$ cat src/rtl/i2s_tx_ctrl.sv
// Sample scheduler: prefetches one stereo pair and answers every transmitter read.
// Latency: rd_valid/l_sample/r_sample one cycle after rd_en; accepted pair readable from the next cycle.
// Backpressure: s_ready only in PRIME/RUN with an empty hold; reads are never stalled (zero on underrun).
module i2s_tx_ctrl #(
    parameter int DW = 24,
    parameter int CW = 16
) (
    input  logic          clk,
    input  logic          rst,
    input  logic          enable,
    input  logic          mute,
    input  logic [DW-1:0] s_l,
    input  logic [DW-1:0] s_r,
    input  logic          s_valid,
    output logic          s_ready,
    input  logic          rd_en,
    input  logic          rd_early,
    output logic [DW-1:0] l_sample,
    output logic [DW-1:0] r_sample,
    output logic          rd_valid,
    output logic          running,
    output logic          underrun,
    output logic          underrun_warn,
    output logic [CW-1:0] underrun_count
);

    typedef enum logic [1:0] {
        IDLE  = 2'd0,
        PRIME = 2'd1,
        RUN   = 2'd2,
        DRAIN = 2'd3
    } state_t;

    state_t        state;
    state_t        state_nxt;
    logic          hold_valid;
    logic [DW-1:0] hold_l;
    logic [DW-1:0] hold_r;
    logic          accept;
    logic          deliver;
    logic          underrun_cond;
    logic          warn_cond;

    always_comb begin
        s_ready       = ((state == PRIME) || (state == RUN)) && !hold_valid;
        accept        = s_valid && s_ready;
        deliver       = rd_en && hold_valid && (state != IDLE);
        underrun_cond = rd_en && (state == RUN) && !hold_valid;
        warn_cond     = rd_early && (state == RUN) && !hold_valid;
        running       = (state == RUN) || (state == DRAIN);
    end

    always_comb begin
        state_nxt = state;
        case (state)
            IDLE: begin
                if (enable) state_nxt = PRIME;
            end
            PRIME: begin
                if (!enable)      state_nxt = IDLE;
                else if (deliver) state_nxt = RUN;
            end
            RUN: begin
                if (!enable) state_nxt = DRAIN;
            end
            DRAIN: begin
                if (enable)           state_nxt = RUN;
                else if (!hold_valid) state_nxt = IDLE;
            end
            default: state_nxt = IDLE;
        endcase
    end

    always_ff @(posedge clk) begin
        if (rst) begin
            state <= IDLE;
        end else begin
            state <= state_nxt;
        end
    end

    always_ff @(posedge clk) begin
        if (rst) begin
            hold_valid     <= 1'b0;
            hold_l         <= '0;
            hold_r         <= '0;
            l_sample       <= '0;
            r_sample       <= '0;
            rd_valid       <= 1'b0;
            underrun       <= 1'b0;
            underrun_warn  <= 1'b0;
            underrun_count <= '0;
        end else begin
            // Leaving PRIME discards anything primed, including a pair accepted this cycle.
            if ((state == PRIME) && !enable) begin
                hold_valid <= 1'b0;
            end else if (accept) begin
                hold_l     <= s_l;
                hold_r     <= s_r;
                hold_valid <= 1'b1;
            end else if (deliver) begin
                hold_valid <= 1'b0;
            end

            rd_valid <= rd_en;
            if (rd_en) begin
                l_sample <= (deliver && !mute) ? hold_l : '0;
                r_sample <= (deliver && !mute) ? hold_r : '0;
            end

            underrun      <= underrun_cond;
            underrun_warn <= warn_cond;
            if (underrun_cond && (underrun_count != '1)) begin
                underrun_count <= underrun_count + CW'(1);
            end
        end
    end

endmodule

$ cat config.mk
export PLATFORM = sky130hd
export DESIGN_NAME = i2s_tx_ctrl
export DESIGN_NICKNAME = d
export VERILOG_FILES = /design/src/rtl/i2s_tx_ctrl.sv
export SDC_FILE = /design/constraint.sdc
export NUM_CORES = 1
export LEC_CHECK = 0
export BUFFER_PORTS_ARGS = -buffer_cell sky130_fd_sc_hd__buf_4
export CAP_MARGIN = 20
export CORE_ASPECT_RATIO = 0.7
export CORE_UTILIZATION = 50
export DETAILED_ROUTE_END_ITERATION = 8
export PLACE_DENSITY = 0.75
export SYNTH_ARGS = -nofsm -noshare
export SYNTH_HDL_FRONTEND = slang
export SYNTH_SLANG_ARGS = --single-unit
$ cat constraint.sdc
create_clock -name clk -period 2.3 [get_ports clk]
set_input_delay 0.46 -clock clk [delete_from_list [all_inputs] [get_ports clk]]
set_output_delay 0.46 -clock clk [all_outputs]
set_load 0.02 [all_outputs]
==> flow_metrics.py <==
metrics = {
    "floorplan": {
        "start_util_pct": 52.5,
        "core_um2": 8620,
        "dieWidth_um": 116,
        "die_height_um": 81.6,
        "fp-row-count": 28,
        "die-area_um2": 9440,
        "io_pins": 124,
    },
    "synth": {
        "yosysUniqueCellTypes": 36,
        "synth-async-reset-ratio_pct": 0,
        "syn_inst": 546,
        "yosysSeqAreaShare_pct": 52.2,
        "ys_ff_latch": 118,
        "netlist_area_um2": 4520,
        "synthFlopType": "dfxtp_1",
        "ys_warn_count": 0,
        "avgSynthCellArea_um2": 8.29,
        "syn-num-nets": 607,
        "synth_edf_count": 0,
    },
    "clock_network": {
        "cts-buffers-inserted": 17,
        "clk_latency_ps": 410,
        "cts_tree": "built",
        "cts_root_buf": "clkbuf_16",
        "postCtsHoldBufs": 0,
        "clockBufferDepth": 2,
        "cts.repair.resized": 0,
        "clkTransAtPathRegs_ps": 60,
        "htreeDepth": 4,
        "postCtsSetupBuffers": 0,
        "cts_sinks": 118,
    },
    "timing": {
        "rsz0062_at_grt": "no",
        "tightest_slew_ps": 605,
        "finalSetupViolations": 0,
        "relSlewSlack_pct": 59.5,
        "finalCritPeriodShare_pct": 96.3,
        "drv_slew": 0,
        "fmax_mhz": 452,
        "final.setup.tns_ps": 0,
        "finalCriticalPeriod_ps": 2210,
        "fin_skew_ps": 7.67,
        "hold_viol_final": 0,
    },
    "critical_path": {
        "crit_type": "register to primary output",
        "required_ps": 1840,
        "critPathArrivalTime_ps": 1750,
        "rrSetupSlack_ps": 180,
        "crit_path_end_kind": "primary output",
        "startpoint_type": "register",
        "crit_fanout": 6,
    },
    "global_route": {
        "antenna_found_initial": 0,
        "grt_pass1_wl_mm": 18.6,
        "grt_max_degree": 64,
        "first_global_vias": 4004,
        "grtUsageTotal_pct": 25.6,
        "grt_overflow": 0,
    },
    "finish": {
        "drive_above_1_share_pct": 25.3,
        "antenna_cells": 0,
        "layout_commonest_cell": "buf_4",
        "nets": 724,
        "layout_common_cells": "buf_4 (130), dfxtp_1 (118), a21oi_1 (109)",
        "final_core_util_pct": 72.2,
        "area_delta_synth_final_pct": 37.4,
    },
    "drt": {
        "dr.pass1.iters": 4,
        "wirelength_mm": 11.5,
        "drc": 0,
        "drt_iter0_drc": 217,
        "vias": 4088,
        "wl_per_cell_um": 14.4,
        "ant_nets": 0,
        "avgViaCountPerCell": 5.14,
    },
    "place": {
        "dp_hpwl_mm": 7.28,
        "io_buffers": 123,
        "globalplace.congestion": 0.823,
    },
    "power": {
        "pwr_density_cell_nw_per_um2": 910,
        "p_leak_nw": 2.55,
        "ir_drop_mv": 0.645,
        "fin_total_pwr_mw": 5.66,
    },
    "flow_run": {
        "drv_cap": 0,
    },
    "min_path": {
        "hp-class": "primary input to register",
    },
    "outcome": {
        "status": "finished, final reports clean",
    },
}
==> final timing paths <==
| path | start | to | cells past startpoint |
|---|---|---|---|
| hold / removal | s_r[16] | hold_r[16] | 3 |
| setup / recovery | state[0] | s_ready | 4 |
| setup reg to reg | underrun_count[0] | underrun_count[1] | 6 |
| hold reg to reg | hold_l[17] | hold_l[17] | 2 |
==> per-stage QoR <==
step	setup slack, ps	hold WS [ps]	area (um2)	instances
final	85.4	300	6220	796
after global routing	2.04	299	6220	796
after CTS	104	288	6220	796
after detailed placement	181	448	5570	764
after global placement	237	442	5570	764
after floorplan	325	437	4520	546
==> power by group <==
| group | internal (mW) | switching [mW] |
|---|---|---|
| sequential | 2.16 | 0.0646 |
| combinational | 0.228 | 0.343 |
| clock | 1.94 | 0.923 |
| total | 4.33 | 1.33 |
==> synthesized netlist by cell type, types with 2 or more instances <==
master | n | area, um2
ha_1 | 6 | 75.1
nand4_1 | 4 | 25.0
o21ai_0 | 5 | 25.0
inv_1 | 4 | 15.0
a21oi_1 | 109 | 546
buf_2 | 5 | 25.0
nor2b_1 | 53 | 332
o31ai_1 | 4 | 30.0
or3_1 | 6 | 37.5
nor2_1 | 59 | 221
nand2b_1 | 3 | 18.8
buf_1 | 6 | 22.5
dfxtp_1 | 118 | 2360
or4_1 | 4 | 30.0
nor3_1 | 5 | 25.0
nand2_1 | 102 | 383
nand3_1 | 3 | 15.0
mux2_1 | 3 | 33.8
and3_1 | 5 | 31.3
nor4bb_1 | 2 | 20.0
buf_6 | 2 | 22.5
clkbuf_1 | 22 | 82.6
nor4_1 | 2 | 12.5
nand3b_1 | 2 | 15.0
==> cells by family (layout without fill, tap and decap cells) <==
kind of cell,count (synthesis),count (layout),synth area share (%)
AO/OA/AOI/OAI,123,123,14.5
XOR/XNOR,1,1,0.194
adder cells (fa/ha/maj),6,6,1.66
buffers and inverters,39,169,3.71
flip-flops,118,118,52.2
multiplexers,4,4,0.968
AND/OR/NAND/NOR,255,255,26.7
==> flip-flops by register name, summed over array words and instances (netlist names), named ones only <==
name / cells
hold_l: 24
hold_r: 24
hold_valid: 1
l_sample: 24
r_sample: 24
rd_valid: 1
state: 1
underrun: 1
underrun_count: 16
underrun_warn: 1
==> per-layer routing <==
metal | global-route usage (%) | up-vias | wire, um | part of all wire, %
met2 | 43.5 | 124 | 5290 | 46
met3 | 10.9 | 18 | 942 | 8.2
met4 | 8.85 | 0 | 172 | 1.5
met1 | 29.2 | 1890 | 5050 | 44
li1 | - | 2056 | - | -
met5 | 0 | - | 0 | 0
==> critical path, stage by stage, from the launching register on <==
cell and delay [ps]:
dfxtp_1 440, inv_1 130, ha_1 280, nor2b_1 280, buf_4 210
==> area by class of cell <==
class / instances / area [um2]
clock buffer: 19 / 443
clock inverter: 13 / 204
fill: 682 / 2400
inverter: 4 / 15.0
multi-input combinational: 389 / 2010
sequential: 118 / 2360
tap: 120 / 150
timing repair buffer: 133 / 1040
No activity file was read; power rests on OpenSTA's default activity.
